$ cat src/rtl/rv_mem_arbiter.sv
// Fetch/data arbiter sharing one single-port synchronous memory.
// One access per cycle with a single-cycle response; fetch is protected from data starvation.
module rv_mem_arbiter #(
    parameter int DATA_WIDTH   = 32,
    parameter int ADDR_WIDTH   = 32,
    parameter int STARVE_LIMIT = 4
) (
    input  logic                  clk,
    input  logic                  rst,
    input  logic                  if_req_i,
    input  logic [ADDR_WIDTH-1:0] if_addr_i,
    output logic                  if_gnt_o,
    output logic                  if_rvalid_o,
    output logic [DATA_WIDTH-1:0] if_rdata_o,
    input  logic                  d_req_i,
    input  logic                  d_we_i,
    input  logic [3:0]            d_be_i,
    input  logic [ADDR_WIDTH-1:0] d_addr_i,
    input  logic [DATA_WIDTH-1:0] d_wdata_i,
    output logic                  d_gnt_o,
    output logic                  d_rvalid_o,
    output logic [DATA_WIDTH-1:0] d_rdata_o,
    output logic                  mem_en_o,
    output logic                  mem_we_o,
    output logic [3:0]            mem_be_o,
    output logic [ADDR_WIDTH-1:0] mem_addr_o,
    output logic [DATA_WIDTH-1:0] mem_wdata_o,
    input  logic [DATA_WIDTH-1:0] mem_rdata_i
);

    // state  | meaning
    // IDLE   | no access was issued last cycle
    // RESP_I | fetch was granted last cycle, its data is on mem_rdata_i
    // RESP_D | data access was granted last cycle, read data or write ack due
    typedef enum logic [1:0] {
        IDLE   = 2'd0,
        RESP_I = 2'd1,
        RESP_D = 2'd2
    } state_t;

    localparam logic [3:0] LIMIT = 4'(STARVE_LIMIT);

    state_t     r_state;
    state_t     w_state_nxt;
    logic [3:0] r_starve_cnt;
    logic       r_resp_we;
    logic       w_starved;
    logic       w_if_gnt;
    logic       w_d_gnt;

    always_comb begin
        w_starved = (r_starve_cnt == LIMIT);
        w_if_gnt  = 1'b0;
        w_d_gnt   = 1'b0;
        if (!rst) begin
            if (if_req_i && (!d_req_i || w_starved)) begin
                w_if_gnt = 1'b1;
            end else if (d_req_i) begin
                w_d_gnt = 1'b1;
            end
        end
    end

    assign if_gnt_o = w_if_gnt;
    assign d_gnt_o  = w_d_gnt;

    // Memory-side fields are forced to zero whenever nothing is granted.
    always_comb begin
        mem_en_o    = 1'b0;
        mem_we_o    = 1'b0;
        mem_be_o    = 4'b0000;
        mem_addr_o  = '0;
        mem_wdata_o = '0;
        if (w_if_gnt) begin
            mem_en_o   = 1'b1;
            mem_addr_o = if_addr_i;
        end else if (w_d_gnt) begin
            mem_en_o    = 1'b1;
            mem_we_o    = d_we_i;
            mem_be_o    = d_be_i;
            mem_addr_o  = d_addr_i;
            mem_wdata_o = d_wdata_i;
        end
    end

    always_ff @(posedge clk) begin
        if (rst) begin
            r_state      <= IDLE;
            r_starve_cnt <= 4'd0;
            r_resp_we    <= 1'b0;
        end else begin
            r_state <= w_state_nxt;
            if (!if_req_i || w_if_gnt) begin
                r_starve_cnt <= 4'd0;
            end else if (w_d_gnt && (r_starve_cnt != LIMIT)) begin
                r_starve_cnt <= r_starve_cnt + 4'd1;
            end
            if (w_d_gnt) begin
                r_resp_we <= d_we_i;
            end
        end
    end

    // Responses are also masked during reset so an in-flight access is dropped.
    always_comb begin
        w_state_nxt = IDLE;
        if_rvalid_o = 1'b0;
        if_rdata_o  = '0;
        d_rvalid_o  = 1'b0;
        d_rdata_o   = '0;
        if (w_if_gnt) begin
            w_state_nxt = RESP_I;
        end else if (w_d_gnt) begin
            w_state_nxt = RESP_D;
        end
        case (r_state)
            RESP_I: begin
                if (!rst) begin
                    if_rvalid_o = 1'b1;
                    if_rdata_o  = mem_rdata_i;
                end
            end
            RESP_D: begin
                if (!rst) begin
                    d_rvalid_o = 1'b1;
                    d_rdata_o  = r_resp_we ? '0 : mem_rdata_i;
                end
            end
            default: ;
        endcase
    end

endmodule

$ cat config.mk
export PLATFORM = sky130hd
export DESIGN_NAME = rv_mem_arbiter
export DESIGN_NICKNAME = d
export VERILOG_FILES = /design/src/rtl/rv_mem_arbiter.sv
export SDC_FILE = /design/constraint.sdc
export NUM_CORES = 1
export LEC_CHECK = 0
export ABC_AREA = 1
export CAP_MARGIN = 5
export CORE_AREA = 5 5 105 107
export CTS_BUF_LIST = sky130_fd_sc_hd__clkbuf_4 sky130_fd_sc_hd__clkbuf_8
export CTS_CLUSTER_SIZE = 8
export DETAILED_ROUTE_END_ITERATION = 16
export DIE_AREA = 0 0 110 112
export PLACE_DENSITY_LB_ADDON = 0.12
export SYNTH_ARGS = -nofsm -noshare
export SYNTH_HDL_FRONTEND = slang
export SYNTH_SLANG_ARGS = --single-unit
$ cat constraint.sdc
create_clock -name clk -period 4.5 [get_ports clk]
set_clock_uncertainty 0.15 [all_clocks]
set_input_delay 0.9 -clock clk [delete_from_list [all_inputs] [get_ports clk]]
set_output_delay 0.9 -clock clk [all_outputs]
set_load 0.005 [all_outputs]
Word level (Yosys, flattened, before mapping):

Cells that the tools add are included.

* flip-flop bits (word level): 7
* bits of input ports: 137

* $add $sub $neg: 1
* eq/ne operators: 4
* multiplexer cells: 25
* reductions and logical operators: 8

Operators by type and width (count)
* two-way mux 32 bit: 9
* two-way mux 1 bit: 13
* two-way mux 4 bit: 2
* adder 4 x 1 -> 4 bit, second input constant: 1
* equality test 4 x 3 -> 1 bit, second input constant: 1
* != test 4 x 3 -> 1 bit, second input constant: 1
* OR reduction 2 bit: 2
* equality test 2 x 1 -> 1 bit, second input constant: 1
* equality test 2 bit, second input constant: 1
* logical AND 1 bit: 2
* logical NOT 1 bit: 2
* logical OR 1 bit: 2
* two-way mux 2 bit: 1

Longest topological paths before layout:

Gate-level depths: netlist of run 1.

* depth after elaboration: 7
* mapped depth: 8
* depth with buffers taken out: 7

Worst setup path after synthesis of run 1:

Ideal clock, no wire load.

* kind: in2out
* start point: input port d_req_i
* end point: output port mem_addr_o[22]
* data arrival time: 1502 ps
* required time: 3450 ps
* setup slack: 1948 ps
* cell stages on the path: 7
* path buffers: 1
* cell sequence: inv_1 nor2_2 nand2_2 inv_2 buf_6 nand2_1 o21ai_1

* longest elaborated chain between the ends: 7
* elaborated cells between the ends (all ways): 10
* classes of those cells: mux: 7; reduce/logical: 3

Ends and longest elaborated chain
* from (decl): RTL line 15 `input logic d_req_i,`
* logical NOT 1 bit: RTL line 56 `if (if_req_i && (!d_req_i || w_starved)) begin`
* logical OR 1 bit: RTL line 56
* logical AND 1 bit: RTL line 56
* two-way mux 1 bit (*): RTL line 56
* two-way mux 1 bit (*): RTL line 55 `if (!rst) begin`
* named net d_gnt_o: RTL line 20 `output logic d_gnt_o,`
* two-way mux 32 bit (*): RTL line 77 `end else if (w_d_gnt) begin`
* two-way mux 32 bit (*): RTL line 74 `if (w_if_gnt) begin`
* to (decl): RTL line 26 `output logic [ADDR_WIDTH-1:0] mem_addr_o,`

The timed path passes the listed nets; every way through them passes the cells marked *.

Worst setup path in the final report of run 1:

* start point: input port d_req_i
* end point: output port mem_addr_o[23]

* longest elaborated chain between the ends: 7
* elaborated cells between the ends (all ways): 10
* classes of those cells: mux: 7; reduce/logical: 3

Ends and longest elaborated chain (RTL line)
* logical NOT 1 bit: 56
* logical OR 1 bit: 56
* logical AND 1 bit: 56
* two-way mux 1 bit: 56
* two-way mux 1 bit: 55
* two-way mux 32 bit: 77
* two-way mux 32 bit (*): 74

Every way passes the cells marked *; elsewhere a longest branch is shown, timed or not.

==> flow_summary.json, run 1 <==
{
  "grt_max_degree": 40,
  "period_share": 0.867,
  "ir_worst_vdd_uv": 56.5,
  "fp.dieW_um": 110,
  "intPower_w": 0.000326,
  "drc": 0,
  "drt-wirelength-per-cell_um": 12.7,
  "fp-row-count": 37,
  "finalSetupViolCount": 0,
  "pwr-share-seq": 0.145,
  "startpoint_type": "primary input",
  "grt_pass1_vias": 2722,
  "post_cts_buffers": 0,
  "cts_buffers": 3,
  "port_buffers": 274,
  "root_buffer": "clkbuf_8",
  "fill_cells": 1071,
  "power_frac_clock": 0.207,
  "gp_congestion": 0.784,
  "htreeDepth": 1,
  "die_h_um": 112,
  "drive_gt1_frac": 0.0473,
  "outcome": "finished, final reports clean",
  "antenna_found_initial": 1,
  "relSlewSlack": 0.653,
  "avgSynthCellArea_um2": 4.79,
  "cts_tree": "done",
  "hold_viol": 0,
  "instances_no_fill": 729,
  "cts_hold_buf": 0,
  "areaGrowthSynthToFinish_pct": 183,
  "syn_area_mm2": 0.00156,
  "p_sw_w": 0.000122,
  "synthTopCellsByArea": "inv_1 27%, nor2_1 25%, nand2_1 9.1%",
  "clock-sinks": 7,
  "synth_cell_types": 19,
  "synth-seq-cells": 7,
  "maxSlewViolCount": 0,
  "critPathKind": "primary input to primary output",
  "drt-vias-per-instance": 3.74,
  "clk_pin_slew_ps": 40,
  "crit_arrival_ps": 2850,
  "core_area_mm2": 0.0100,
  "vias": 2729,
  "wl_mm": 9.24,
  "p_sw_frac": 0.272,
  "die-area_mm2": 0.0123,
  "ys_seq_area_frac": 0.0897,
  "cts_resized": 0,
  "cp_max_fo": 33,
  "power_frac_comb": 0.648,
  "synthCells": 326,
  "cap_violations": 0,
  "ios": 275,
  "drt_iter0_drc": 121,
  "dr.pass1.iters": 6,
  "p_per_area_mw_per_mm2": 101,
  "yosys.area.top_type_share": 0.271,
  "rsz0062_at_grt": "no",
  "grt_overflow_total": 0,
  "finalCriticalPeriod_ps": 3900,
  "grt_pass1_wl_mm": 13.6,
  "clk_path_buf_depth": 2,
  "hpwl_mm": 8.19,
  "setup_tns_ps": 0,
  "tightestPinTransition_ps": 520,
  "yosys.area.top_type": "inv_1",
  "required_ps": 3450,
  "leakagePower_nw": 2.11,
  "fmax_mhz": 256,
  "endpoint_kind": "primary output",
  "finalNetCount": 732,
  "ys_warn_count": 0,
  "placed_cells": 724,
  "hp-class": "flip-flop to flip-flop",
  "ant_nets": 0,
  "initial_core_util": 0.156,
  "clock_latency_ps": 220,
  "grt_usage": 0.137,
  "synthesis.nets": 465,
  "total_power_w": 0.000448
}
[flip-flops by register name, summed over array words and instances (netlist names)]
| register | flops |
|---|---|
| r_starve_cnt | 4 |
| r_state | 2 |
| r_resp_we | 1 |
[routing by layer]
metal,up-vias,track usage,part of all wire
met3,8,0.0725,0.17
met5,-,0,0
li1,1423,-,-
met4,0,0.0374,0.012
met1,1133,0.115,0.29
met2,165,0.270,0.53
[Yosys cell counts (all sizes together)]
cell type	count
inv	114
nand4	1
nand2	39
ha	2
buf	16
dfxtp	7
nand3	5
nor2	107
a21oi	1
o21ai	32
xnor2	1
xor2	1
[path summary, 6_finish.rpt]
path | start | end | slack, ps | depth (start not counted)
min | r_starve_cnt[0] | r_starve_cnt[0] | 310 | 1
max | d_req_i | mem_addr_o[23] | 600 | 8
max reg2reg | r_starve_cnt[0] | r_resp_we | 2900 | 7
min reg2reg | r_starve_cnt[0] | r_starve_cnt[0] | 310 | 1
[worst max-delay path, cell delays in order]
cell and delay [ps]:
clkdlybuf4s50_1 490, inv_1 60, nor2_2 140, nand2_2 80
inv_2 390, nand2_1 90, o21ai_1 130, clkdlybuf4s50_1 550
[through the flow]
step                       util  setup WS (ps)  area (µm²)  hold WS (ps)
final                     0.441            600        4430           308
after global routing      0.441            419        4430           330
after CTS                 0.440            562        4420           311
after detailed placement  0.436            563        4380           302
after global placement    0.436            550        4380           297
after floorplan               -           1950        1560           280
[power groups by stage]
stage                     combinational (W)  sequential (W)  clock (W)
after floorplan                   0.0000818       0.0000658          0
after global placement             0.000292       0.0000659          0
after detailed placement           0.000294       0.0000660          0
after CTS                          0.000295       0.0000650  0.0000966
after global routing               0.000316       0.0000651   0.000104
final                              0.000290       0.0000650  0.0000926
[kinds of logic (layout without fill, tap and decap cells)]
family,after synthesis,in the layout,share of synthesized area
and+or+nand+nor,152,152,0.382
xor gates and xnor gates,2,2,0.0112
other,0,1,0
buffers and inverters,130,396,0.357
DFF,7,7,0.0897
adders and majority gates,2,2,0.0160
AOI/OAI and AO/OA,33,33,0.144
[layout make-up]
cell class                 instances  area (µm²)  share of cell area
timing repair buffer             278        2770               0.626
inverter                         114         428              0.0967
clock buffer                       4        48.8              0.0110
antenna                            1        2.50            0.000565
sequential                         7         140              0.0317
tap                              136         170              0.0384
multi-input combinational        189         865               0.195
[layout by cell type (no fill, tap or decap), types with 2 or more instances in the layout]
cell | synthesis | routed
clkbuf_8 | 0 | 3
nand3_1 | 4 | 4
nor2_1 | 106 | 106
buf_4 | 0 | 4
o21ai_0 | 3 | 3
o21ai_1 | 13 | 13
o21ai_2 | 16 | 16
dfxtp_1 | 7 | 7
clkdlybuf4s50_1 | 0 | 274
inv_1 | 113 | 113
nand2_1 | 38 | 38
ha_1 | 2 | 2
Note: power is estimated with default switching activity, not from simulation.
==> run 2, diff against run 1 <==
--- a/config.mk
+++ b/config.mk
@@ -12,7 +12,7 @@
 export CTS_CLUSTER_SIZE = 8
 export DETAILED_ROUTE_END_ITERATION = 16
 export DIE_AREA = 0 0 110 112
-export PLACE_DENSITY_LB_ADDON = 0.12
+export PLACE_DENSITY = 0.63
 export SYNTH_ARGS = -nofsm -noshare
 export SYNTH_HDL_FRONTEND = slang
 export SYNTH_SLANG_ARGS = --single-unit
==> run 2 against run 1 <==
Clock power decreased by 1%. Flip-flop and latch count unchanged. Setup slack got worse by 38 ps. Die area unchanged. Largest cell class unchanged. Routed wire length decreased by 0.93%. Critical endpoint is now mem_addr_o[0]. Critical path depth decreased by 3. Global-route usage decreased by 0.15 points. Sequential share of layout area about the same.
==> flow_summary.json, run 2 (synthesis results as in run 1) <==
{
  "gp_congestion": 0.806,
  "port_buffers": 274,
  "setup_tns_ps": 0,
  "fmax_mhz": 254,
  "areaGrowthSynthToFinish_pct": 184,
  "grt_usage": 0.136,
  "worst-path-stages": 5,
  "vias": 2754,
  "finalSetupViolCount": 0,
  "drt-vias-per-instance": 3.78,
  "regMostFlops": "r_starve_cnt",
  "finalNetCount": 733,
  "top_regs": "r_starve_cnt (4), r_state (2), r_resp_we (1)",
  "clk_path_buf_depth": 2,
  "cpMostUsedCell": "clkdlybuf4s50_1",
  "fp-row-count": 37,
  "n_antenna_cell": 0,
  "critPathBufInv": 3,
  "rsz0062_at_grt": "no",
  "ios": 275,
  "grt_max_degree": 40,
  "max_stage_delay_ps": 560,
  "root_buffer": "clkbuf_8",
  "endpoint_kind": "primary output",
  "final_common_cell": "clkdlybuf4s50_1",
  "cts_buffers": 3,
  "hp-class": "flip-flop to flip-flop",
  "crit_family": "buffers and inverters",
  "crit_arrival_ps": 2890,
  "required_ps": 3450,
  "hold_end": "r_starve_cnt[0]",
  "clk_pin_slew_ps": 40,
  "relSlewSlack": 0.578,
  "fin_hold_ws_ps": 307,
  "crit_chain": "clkdlybuf4s50_1, inv_1, nand3_4, o21ai_0, clkdlybuf4s50_1",
  "min_from": "r_starve_cnt[0]",
  "ir_worst_vdd_uv": 90.7,
  "grt_pass1_wl_mm": 13.6,
  "leakagePower_nw": 2.11,
  "wl_mm": 9.15,
  "core_area_mm2": 0.0100,
  "worstReg2RegStart": "r_starve_cnt[0]",
  "drive_gt1_frac": 0.0489,
  "cap_violations": 0,
  "dr.pass1.iters": 4,
  "drc": 0,
  "maxSlewViolCount": 0,
  "hpwl_mm": 8.06,
  "cts_resized": 0,
  "clock_latency_ps": 220,
  "cts_tree": "done",
  "final_cell_mix": "274 x clkdlybuf4s50_1, 113 x inv_1, 106 x nor2_1",
  "hold_viol": 0,
  "slowest_stage": "clkdlybuf4s50_1",
  "period_share": 0.875,
  "grt_pass1_vias": 2817,
  "cts_hold_buf": 0,
  "post_cts_buffers": 0,
  "ff2ff_setup_slack_ps": 2780,
  "clock-sinks": 7,
  "largest_reg_flops": 4,
  "reg2reg_depth": 7,
  "antenna_found_initial": 0,
  "die_h_um": 112,
  "whs_path_depth": 1,
  "outcome": "finished, final reports clean",
  "fp.dieW_um": 110,
  "die-area_mm2": 0.0123,
  "cp_max_fo": 35,
  "initial_core_util": 0.156,
  "p_per_area_mw_per_mm2": 101,
  "tightestPinTransition_ps": 631,
  "finalCriticalPeriod_ps": 3940,
  "htreeDepth": 1,
  "fin_util": 0.441,
  "reg2reg_to": "r_state[0]",
  "drt-wirelength-per-cell_um": 12.6,
  "startpoint_type": "primary input",
  "drt_iter0_drc": 110,
  "grt_overflow_total": 0,
  "ant_nets": 0,
  "critPathKind": "primary input to primary output"
}
[run 2: per-stage QoR]
step | area (µm²) | std cells | setup slack [ps] | total power (W)
5_1_grt | 4430 | 729 | 383 | 0.000481
3_5_place_dp | 4380 | 725 | 540 | 0.000361
2_1_floorplan | 1560 | 326 | 1950 | 0.000148
4_1_cts | 4430 | 729 | 537 | 0.000455
6_report | 4430 | 729 | 562 | 0.000448
3_3_place_gp | 4380 | 725 | 605 | 0.000358
[run 2: final cells by class]
class	count	area, µm²
fillers	1053	5610
repair buffers	279	2780
multi-input cells	189	865
inverters	114	428
well taps	136	170
flip-flops and latches	7	140
clock buffers	4	48.8
[run 2: per-layer routing]
metal,share of wire,vias up,GRT usage
li1,-,1424,-
met4,0.018,0,0.0266
met3,0.16,12,0.0620
met1,0.32,1149,0.126
met5,0,-,0
met2,0.50,169,0.265
[run 2: worst max path at each step]
stage                          end  slack, ps     from
CTS                 if_rdata_o[11]        540      rst
floorplan           mem_addr_o[22]       1950  d_req_i
global placement     mem_addr_o[0]        600      rst
finish               mem_addr_o[0]        560      rst
detailed placement  if_rdata_o[11]        540      rst
global route         if_rdata_o[6]        380      rst
[run 2: power breakdown]
group	switching [W]	internal (W)
sequential	0.000000891	0.0000641
combinational	0.0000970	0.000195
clock	0.0000243	0.0000670
